[src/rtl/seg7_pkg.sv]
// Shared definitions for the 8-digit scanned 7-segment display: scan FSM states,
// active-low segment patterns {g,f,e,d,c,b,a} and the all-off constants.
package seg7_pkg;

   typedef enum logic {
      ST_ON    = 1'b0,
      ST_BLANK = 1'b1
   } state_t;

   localparam logic [6:0] SEG_0   = 7'b1000000;
   localparam logic [6:0] SEG_1   = 7'b1111001;
   localparam logic [6:0] SEG_2   = 7'b0100100;
   localparam logic [6:0] SEG_3   = 7'b0110000;
   localparam logic [6:0] SEG_4   = 7'b0011001;
   localparam logic [6:0] SEG_5   = 7'b0010010;
   localparam logic [6:0] SEG_6   = 7'b0000010;
   localparam logic [6:0] SEG_7   = 7'b1111000;
   localparam logic [6:0] SEG_8   = 7'b0000000;
   localparam logic [6:0] SEG_9   = 7'b0010000;
   localparam logic [6:0] SEG_A   = 7'b0001000;
   localparam logic [6:0] SEG_B   = 7'b0000011;
   localparam logic [6:0] SEG_C   = 7'b1000110;
   localparam logic [6:0] SEG_D   = 7'b0100001;
   localparam logic [6:0] SEG_E   = 7'b0000110;
   localparam logic [6:0] SEG_F   = 7'b0001110;
   localparam logic [6:0] SEG_OFF = 7'h7F;

   localparam logic [7:0] ANODE_OFF = 8'hFF;

endpackage

[src/rtl/hex_to_seg7.sv]
// Combinational hex nibble to active-low 7-segment pattern {g,f,e,d,c,b,a}.
module hex_to_seg7
   import seg7_pkg::*;
(
   input  logic [3:0] i_hex,
   output logic [6:0] o_seg
);

   always_comb begin
      // NOTE: default assignment first so no path through the block can infer a latch.
      o_seg = SEG_OFF;
      case (i_hex)
         4'h0: o_seg = SEG_0;
         4'h1: o_seg = SEG_1;
         4'h2: o_seg = SEG_2;
         4'h3: o_seg = SEG_3;
         4'h4: o_seg = SEG_4;
         4'h5: o_seg = SEG_5;
         4'h6: o_seg = SEG_6;
         4'h7: o_seg = SEG_7;
         4'h8: o_seg = SEG_8;
         4'h9: o_seg = SEG_9;
         4'hA: o_seg = SEG_A;
         4'hB: o_seg = SEG_B;
         4'hC: o_seg = SEG_C;
         4'hD: o_seg = SEG_D;
         4'hE: o_seg = SEG_E;
         4'hF: o_seg = SEG_F;
         default: o_seg = SEG_OFF;
      endcase
   end

endmodule

[src/rtl/seg7_scan_display.sv]
// Scans y (digits 7..4) and x (digits 3..0) onto an 8-digit multiplexed display with a
// blanking gap between digits. Define SEG7_LZB_EN for per-group leading-zero blanking.
module seg7_scan_display
   import seg7_pkg::*;
#(
   parameter int REFRESH_DIV  = 100000,
   parameter int BLANK_CYCLES = 1000
)(
   input  logic        Clk,
   input  logic        rst,
   input  logic [15:0] x,
   input  logic [15:0] y,
   input  logic        load,
   output logic [6:0]  out7,
   output logic [7:0]  en_out
);

   localparam int PW = $clog2(REFRESH_DIV);
   localparam int BW = $clog2(BLANK_CYCLES + 1);

   logic [15:0]   r_x_q;
   logic [15:0]   r_y_q;
   state_t        r_state;
   logic [PW-1:0] r_pre;
   logic [BW-1:0] r_blank;
   logic [2:0]    r_idx;
   logic          r_first;

   logic [15:0]   w_group;
   logic [3:0]    w_nibble;
   logic [6:0]    w_seg;
   logic          w_lz_blank;

   // NOTE: sequential state always uses non-blocking assignments so every register
   // samples the pre-edge values of the others.
   always_ff @(posedge Clk or posedge rst) begin
      if (rst) begin
         r_x_q <= '0;
         r_y_q <= '0;
      end else if (load) begin
         r_x_q <= x;
         r_y_q <= y;
      end
   end

   // The first BLANK after reset leads into digit 0, so it must not advance idx.
   always_ff @(posedge Clk or posedge rst) begin
      if (rst) begin
         r_state <= ST_BLANK;
         r_pre   <= '0;
         r_blank <= '0;
         r_idx   <= '0;
         r_first <= 1'b1;
      end else begin
         case (r_state)
            ST_ON: begin
               if (r_pre == PW'(REFRESH_DIV - 1)) begin
                  r_pre   <= '0;
                  r_state <= ST_BLANK;
               end else begin
                  r_pre <= r_pre + 1'b1;
               end
            end
            ST_BLANK: begin
               if (r_blank == BW'(BLANK_CYCLES - 1)) begin
                  r_blank <= '0;
                  r_state <= ST_ON;
                  r_first <= 1'b0;
                  if (!r_first) r_idx <= r_idx + 1'b1;
               end else begin
                  r_blank <= r_blank + 1'b1;
               end
            end
            default: r_state <= ST_BLANK;
         endcase
      end
   end

   assign w_group  = r_idx[2] ? r_y_q : r_x_q;
   assign w_nibble = w_group[{r_idx[1:0], 2'b00} +: 4];

   hex_to_seg7 u_dec (
      .i_hex (w_nibble),
      .o_seg (w_seg)
   );

`ifdef SEG7_LZB_EN
   // Digit k of a group is blank when it and every higher nibble of the group are zero.
   always_comb begin
      w_lz_blank = 1'b0;
      case (r_idx[1:0])
         2'd1:    w_lz_blank = (w_group[15:4]  == 12'h000);
         2'd2:    w_lz_blank = (w_group[15:8]  == 8'h00);
         2'd3:    w_lz_blank = (w_group[15:12] == 4'h0);
         default: w_lz_blank = 1'b0;
      endcase
   end
`else
   assign w_lz_blank = 1'b0;
`endif

   always_ff @(posedge Clk or posedge rst) begin
      if (rst) begin
         out7   <= SEG_OFF;
         en_out <= ANODE_OFF;
      end else if (r_state == ST_ON && !w_lz_blank) begin
         out7   <= w_seg;
         en_out <= ~(8'b1 << r_idx);
      end else begin
         out7   <= SEG_OFF;
         en_out <= ANODE_OFF;
      end
   end

endmodule

[config.mk]
export PLATFORM = sky130hd
export DESIGN_NAME = seg7_scan_display
export DESIGN_NICKNAME = d
export VERILOG_FILES = /design/src/rtl/seg7_pkg.sv /design/src/rtl/hex_to_seg7.sv /design/src/rtl/seg7_scan_display.sv
export SDC_FILE = /design/constraint.sdc
export NUM_CORES = 1
export LEC_CHECK = 0
export ABC_AREA = 1
export BUFFER_PORTS_ARGS = -buffer_cell sky130_fd_sc_hd__buf_2
export CAP_MARGIN = 40
export CORE_UTILIZATION = 40
export DETAILED_ROUTE_END_ITERATION = 10
export PLACE_DENSITY = 0.66
export SLEW_MARGIN = 20
export SYNTH_ARGS = -nofsm -noshare
export SYNTH_HDL_FRONTEND = slang
export SYNTH_SLANG_ARGS = --single-unit
[constraint.sdc]
create_clock -name Clk -period 2.15 [get_ports Clk]
set_input_delay 0.1075 -clock Clk [delete_from_list [all_inputs] [get_ports Clk]]
set_output_delay 0.1075 -clock Clk [all_outputs]
set_load 0.01 [all_outputs]
**Word-level counts from Yosys, hierarchy flattened**

Memories as Yosys holds them, arrays and structs flattened.
Index checks and enable logic that the tools add are counted.

- Flip-flop bits (word level): 79
- Latch bits: 0
- Memory bits (writable): 0
- Bits in read-only memories: 112
- Bits of input ports: 35
- Word-level logic and storage cells: 30
- Memories: 1

Memory list:

| name | depth | width | rd ports | clocked after Yosys merged registers in | write ports | RTL line | text |
|---|---|---|---|---|---|---|---|
| (name not given) | 16 | 7 | 1 | 0 | 0 | hex_to_seg7.sv:12 | `case (i_hex)` |

- Add/subtract/negate cells: 3
- Multiply operators: 0
- Div/mod/pow operators: 0
- $lt $le $gt $ge: 0
- Equal/unequal tests: 2
- Shift operators: 2
- Mux-type cells: 8
- Bitwise gates (word level): 3
- Reduce and logical (&&, ||, !) cells: 2

Operator list:

| operator | number |
|---|---|
| 17-bit by 1-bit adder with 17-bit output, second input constant | 1 |
| 17-bit == test, second input constant | 1 |
| 17-bit 2-to-1 mux | 1 |
| 16-bit 2-to-1 mux | 1 |
| 16-bit by 5-bit variable part select with 4-bit output | 1 |
| 10-bit by 1-bit adder with 10-bit output, second input constant | 1 |
| 10-bit == test, second input constant | 1 |
| 10-bit 2-to-1 mux | 1 |
| 8-bit 2-to-1 mux | 1 |
| 8-bit NOT | 1 |
| 1-bit by 3-bit left shift with 8-bit output, first input constant | 1 |
| 7-bit 2-to-1 mux | 1 |
| 3-bit by 1-bit adder with 3-bit output, second input constant | 1 |
| 3-bit AND reduction | 1 |
| 1-bit 2-to-1 mux | 2 |
| 1-bit NOT | 2 |
| 1-bit one-hot mux with 2 select lines | 1 |
| 2-bit AND reduction | 1 |

**Logic depth before layout (Yosys ltp)**

Gate-level depths: netlist (run 1).
An unclocked memory read counts as a cell.

- Depth after elaboration: 4
- Gate-level depth with buffers: 12

**By module**

Synthesis (run 1) repeated with hierarchy kept, for this count alone.

- Cell total of the unflattened synthesis: 473
- Area total of the unflattened synthesis: 4,072.7 µm²

Modules (own cells, without submodules):

| module | instances | cells an instance | area an instance (µm²) |
|---|---|---|---|
| seg7_scan_display | 1 | 424 | 3,798.6 |
| hex_to_seg7 | 1 | 49 | 274.0 |

**Worst setup path after synthesis (run 1)**

Ideal clock, no wire load.

- Path kind: reg2reg
- From: register r_idx[2]
- To: register out7[0]
- Library setup time: 84 ps
- Arrival: 1,563 ps
- Data required time: 2,066 ps
- Slack: 503 ps
- Stages on the path, launching flop included: 13
- Path buffers: 1
- Path through: dfrtp_1 -> inv_2 -> buf_6 -> nand2_1 -> nand3_1 -> nand3_1 -> nand2_1 -> inv_1 -> ha_1 -> inv_1 -> nand3_1 -> nand3_1 -> nand3_1

- Word-level cells in the longest chain between the ends: 4

Ends and longest elaborated chain:

| element | RTL line | text |
|---|---|---|
| start: declaration | seg7_scan_display.sv:26 | `logic [2:0] r_idx;` |
| start signal: assignment | seg7_scan_display.sv:69 | `if (!r_first) r_idx <= r_idx + 1'b1;` |
| 16-bit 2-to-1 mux | seg7_scan_display.sv:79 | `assign w_group = r_idx[2] ? r_y_q : r_x_q;` |
| 16-bit by 5-bit variable part select with 4-bit output | seg7_scan_display.sv:80 | `assign w_nibble = w_group[{r_idx[1:0], 2'b00} +: 4];` |
| memory read 16 x 7 bit | -- |  |
| 7-bit 2-to-1 mux | seg7_scan_display.sv:106 | `end else if (r_state == ST_ON && !w_lz_blank) begin` |
| end signal: assignment | seg7_scan_display.sv:107 | `out7 <= w_seg;` |
| end: declaration | seg7_scan_display.sv:14 | `output logic [6:0] out7,` |

No other way between the ends.
A chain may end at the register's enable or synchronous reset.

**Final worst setup path (run 1)**

Ends and elaborated chain as after synthesis.

==> results of run 1 <==
## layout make-up
type                    instances  area (µm²)
clock buffers                   9       123.9
fillers                       943        4802
clock inverters                 7       77.57
multi-input cells             337        1687
repair buffers                 91       668.1
flip-flops and latches         79        1999
well taps                     133       166.4
inverters                      78       295.3
## stage by stage
step / worst slack (ps) / total power, W / instances / area [µm²]
floorplan: 47.25 / 0.001808 / 509 / 4054
global placement: 313.0 / 0.001913 / 684 / 4462
detailed placement: 226.1 / 0.001922 / 684 / 4462
CTS: 219.5 / 0.003104 / 733 / 4994
global route: 25.83 / 0.003218 / 734 / 5017
finish: 250.0 / 0.003068 / 734 / 5017
## per-layer routing
| metal | part of all wire (%) | global-route usage (%) | up-vias |
|---|---|---|---|
| met3 | 4.3 | 5.017 | 17 |
| met2 | 49 | 30.82 | 75 |
| met5 | 0 | 0 | - |
| met1 | 45 | 24.59 | 1629 |
| met4 | 1.8 | 7.143 | 0 |
| li1 | - | - | 1777 |
## cell families (layout without fill, tap and decap cells)
family | after synthesis | after routing | share of synthesized area [%]
DFF | 79 | 79 | 49.29
xor gates and xnor gates | 10 | 10 | 2.161
buffers and inverters | 93 | 185 | 9.105
AOI/OAI and AO/OA | 56 | 56 | 7.192
adders and majority gates | 14 | 14 | 4.321
and+or+nand+nor | 257 | 257 | 27.93
## power breakdown
| part | total [W] | leakage (nW) | internal, W | switching, W |
|---|---|---|---|---|
| logic | 0.000351 | 1.45 | 0.000148 | 0.000203 |
| clock network | 0.00112 | 0.101 | 0.000548 | 0.000577 |
| registers | 0.00159 | 0.969 | 0.00157 | 0.0000203 |
| total | 0.00307 | 2.52 | 0.00227 | 0.000800 |
## flip-flops by register name (all words and copies together), names as in the netlist
| signal | flops |
|---|---|
| r_first | 1 |
| r_idx | 3 |
| r_state | 1 |
| en_out | 8 |
| out7 | 7 |
| r_blank | 10 |
| r_pre | 17 |
| r_x_q | 16 |
| r_y_q | 16 |
## placed cells by master, fill, tap and decap left out, types with 2 or more instances in the layout
cell           count
inv_2              3
nor2_1            29
inv_1             74
dfrtp_1           61
nand2_2            3
nand3_1           61
dfstp_2           17
buf_4              7
o21ai_2            2
xnor2_1            2
clkbuf_8           9
a21oi_1            8
ha_1              14
nand3_2            3
inv_6              3
buf_2             49
o21ai_1            2
o21ai_0           42
dlygate4sd3_1     33
nor2_2             5
buf_12             2
nand4_1            9
xor2_1             8
nand2_1          135
nor3_1             8
## worst max-delay path, stage by stage, from the launching register on
cell,delay [ps]
dfrtp_1,530
buf_4,200
nand2_1,60
nand3_1,80
nand3_1,70
nand2_1,190
inv_1,110
ha_1,240
inv_1,110
nand3_1,80
nand3_1,90
nand3_1,80
## timing repair
item,in CTS,in global routing
setup endpoints to repair,0,2
hold buffers,33,0
gates resized for setup,0,2
endpoints found under the hold margin,45,0
## worst max path at each step
stage               cells after the start          to     start  slack [ps]
global route                           11     out7[3]  r_idx[2]          30
finish                                 11     out7[0]  r_idx[2]         250
floorplan                               1  r_blank[0]       rst          50
CTS                                    11     out7[3]  r_idx[2]         220
detailed placement                     11     out7[3]  r_idx[2]         230
global placement                       11     out7[3]  r_idx[2]         310
==> impl_metrics.yaml, run 1 <==
synthesis:
  syn-num-nets: 558
  synth_edf_count: 0
  syn_inst: 509
  synthesis.area_um2: 4054
  yosys_warnings: 0
  synth.largest_area_cell: "dfrtp_1"
  synthFlopType: "dfrtp_1"
  synth_top_area_share_pct: 38.27
  ys_top_cells_by_count: "nand2_1, inv_1, dfrtp_1, nand3_1, o21ai_0"
  seq_area_frac_synth_pct: 49.29
  ys_ff_latch: 79
  synth.distinct_cells: 29
  ys_async_sr_fraction_pct: 100.0
  synth_area_leaders: "dfrtp_1, nand2_1, dfstp_2"
  yosysMostFrequentCell: "nand2_1"
  syn_avg_cell_area_um2: 7.964
timing:
  fin_worst_hold_slack_ps: 113.5
  rsz0062_at_grt: "false"
  period_minus_slack_ps: 1900
  tightest_slew_ps: 528.2
  slew-limit-headroom_pct: 64.74
  tns_ps: 0
  worst_clock_skew_ps: 13.29
  fin_crit_sh_pct: 88.37
  setup_viol: 0
  hold_violations: 0
  fmaxAchievable_mhz: 526.3
  slew_violations: 0
critical_path:
  rrSetupSlack_ps: 250
  reg2regPathDepth: 11
  cp-end-kind: "flop"
  critPathArrivalTime_ps: 2180
  cp.required_ps: 2430
  crit_type: "reg2reg"
  crit_fanout: 9
  worstSetupStartpointType: "flop"
  r2r-start: "r_idx[2]"
  reg2reg_to: "out7[0]"
floorplanning:
  die-area_um2: 10540
  rows: 36
  core_um2: 9819
  io-pin-count: 50
  initial_core_util_pct: 41.28
  dieWidth_um: 102.7
  fp.dieH_um: 102.7
drt:
  num_vias: 3498
  dr.first_iter.drc_count: 164
  drc_errors: 0
  avgViaCountPerCell: 4.766
  routedWlPerCell_um: 12.48
  ant_nets: 0
  first_pass_iters: 5
  drt-total-wl_um: 9162
global_routing:
  grt_pass1_wl_um: 15330
  overflow: 0
  grt_usage_pct: 19.09
  grt_pass1_vias: 3388
  grt_max_degree: 65
  antenna_found_initial: 0
min_path:
  hold_path_depth: 3
  min_from: "load"
  min_to: "r_y_q[2]"
  hold_class: "in2reg"
power:
  ir_drop_mv: 0.4988
  cellPowerDensity_nw_per_um2: 611.5
  leakagePower_nw: 2.519
place:
  numPortBuffers: 49
  place_hpwl_um: 6446
  gp_congestion: 0.8980
final_layout:
  area_growth_pct: 23.77
  diodes: 0
  drive_gt1_share_pct: 18.64
  final_util_pct: 51.10
  layout.nets: 645
clocking:
  numCtsBuffers: 9
  clk_latency_ps: 360
  cts_setup_buffers: 0
  cts.sinks: 79
  root_buffer: "clkbuf_8"
  path_clk_slew_ps: 90
  clockBufferDepth: 2
  htreeDepth: 3
  cts_tree: "built"
job:
  maxCapViolations: 0
outcome:
  status: "completed"
Note: power is estimated with default switching activity, not from simulation.
==> run 2: changes to the inputs <==
BUFFER_PORTS_ARGS = -buffer_cell sky130_fd_sc_hd__clkbuf_2   (was -buffer_cell sky130_fd_sc_hd__buf_2)
CAP_MARGIN = 20   (was 40)
CELL_PAD_IN_SITES_DETAIL_PLACEMENT = 0   (was default)
CELL_PAD_IN_SITES_GLOBAL_PLACEMENT = 1   (was default)
CORE_UTILIZATION = 39   (was 40)
PLACE_DENSITY = 0.81   (was 0.66)
==> impl_metrics.yaml, run 2 (synthesis gave the netlist of run 1 again) <==
power:
  ir_drop_mv: 0.3285
  cellPowerDensity_nw_per_um2: 616.2
  leakagePower_nw: 2.537
floorplanning:
  rows: 36
  dieWidth_um: 104.0
  core_um2: 9910
  initial_core_util_pct: 40.91
  io-pin-count: 50
  fp.dieH_um: 104.0
  die-area_um2: 10810
timing:
  tns_ps: 0
  hold_violations: 0
  fin_crit_sh_pct: 87.54
  slew-limit-headroom_pct: 54.88
  rsz0062_at_grt: "false"
  setup_viol: 0
  worst_clock_skew_ps: 11.58
  period_minus_slack_ps: 1882
  tightest_slew_ps: 675.9
  fmaxAchievable_mhz: 531.3
  slew_violations: 0
global_routing:
  antenna_found_initial: 0
  grt_pass1_vias: 3414
  grt_pass1_wl_um: 15410
  overflow: 0
  grt_usage_pct: 17.58
  grt_max_degree: 37
final_layout:
  final_cell_mix: "nand2_1, inv_1, nand3_1, dfrtp_1, clkbuf_2"
  drive_gt1_share_pct: 18.47
  area_growth_pct: 23.58
  design_area_um2: 5010
  layout.nets: 645
  diodes: 0
  top_regs: "r_pre x17, r_x_q x16, r_y_q x16"
  largest_register_ff_count: 17
  final_common_cell: "nand2_1"
  top_register: "r_pre"
critical_path:
  critPathArrivalTime_ps: 2140
  worstPathCellList: "inv_2 > nand2_1 > nand3_1 > nand2_1 > o21ai_2 > inv_1 > ha_1 > nand3_1 > nand2_1 > nand2_1 > nand3_1"
  cp.required_ps: 2410
  cpMostUsedCell: "nand2_1"
  path_buf_inv: 2
  worstSetupStartpointType: "flop"
  cp-end-kind: "flop"
  critical_path.top_delay_family: "simple AND/OR/NAND/NOR gates"
  crit_slowest_cell: "dfrtp_1"
  crit_fanout: 17
  slowest_delay_ps: 410
  crit_type: "reg2reg"
drt:
  dr.first_iter.drc_count: 97
  ant_nets: 0
  first_pass_iters: 7
  avgViaCountPerCell: 4.738
  num_vias: 3478
  drt-total-wl_um: 8878
  routedWlPerCell_um: 12.10
  drc_errors: 0
clocking:
  numCtsBuffers: 9
  cts.sinks: 79
  cts_tree: "built"
  htreeDepth: 3
  clockBufferDepth: 2
  root_buffer: "clkbuf_8"
  clk_latency_ps: 340
  path_clk_slew_ps: 80
  cts_setup_buffers: 0
min_path:
  hold_class: "in2reg"
job:
  maxCapViolations: 0
place:
  place_hpwl_um: 6479
  post_dp_cell_area_um2: 4469
  numPortBuffers: 49
  gp_congestion: 0.8746
outcome:
  status: "completed"
==> run 2: worst register-to-register path, delay by kind of cell (launching register included) <==
kind | cells | cell delay [ps]
buffers and inverters | 2 | 360
flip-flops | 1 | 410
AO/OA/AOI/OAI | 1 | 260
AND/OR/NAND/NOR | 7 | 540
adder cells (fa/ha/maj) | 1 | 230
==> run 2: per-stage QoR <==
step | hold WS [ps] | instances | worst slack, ps | power, W | util [%]
floorplan | 224.3 | 509 | 47.25 | 0.001808 | -
global placement | 225.4 | 685 | 341.6 | 0.001914 | 45.10
detailed placement | 235.4 | 685 | 247.1 | 0.001922 | 45.10
CTS | 282.7 | 734 | 220.6 | 0.003133 | 50.54
global route | 345.0 | 734 | 23.44 | 0.003239 | 50.56
finish | 303.8 | 734 | 267.9 | 0.003087 | 50.56
==> run 2: path summary, 6_finish.rpt <==
check / to / start / cells past startpoint / slack (ps)
hold reg to reg: r_first / r_first / 2 / 450
hold / removal: r_x_q[0] / load / 3 / 300
setup / recovery: out7[5] / r_idx[2] / 11 / 270
min in group asynchronous: r_y_q[4] / rst / 3 / 400
setup reg to reg: out7[5] / r_idx[2] / 11 / 270
max in group asynchronous: en_out[6] / rst / 4 / 1040
==> run 2: layer usage <==
layer / global-route usage (%) / up-vias / routed length [µm]
met4: 4.796 / 0 / 76
li1: - / 1777 / -
met2: 30.19 / 67 / 4310
met1: 22.51 / 1625 / 4235
met5: 0 / - / 0
met3: 3.446 / 9 / 256
==> run 2: power by group <==
part           leakage [nW]  internal (W)  switching, W
clock                 0.109      0.000629      0.000523
combinational          1.46      0.000144      0.000198
sequential            0.969       0.00157     0.0000207
==> run 2: area by class of cell <==
class                      instances  area (µm²)
fill                             976        4900
tap                              133       166.4
inverter                          78       292.8
timing repair buffer              91       655.6
sequential                        79        1999
multi-input combinational        337        1687
clock inverter                     3       40.04
clock buffer                      13       168.9
==> run 2: what timing repair did <==
item                                    4_1_cts  5_1_grt
endpoints found under the setup margin        0        1
hold buffers                                 33        0
gates resized for setup                       0        1
hold endpoints to repair                     62        0
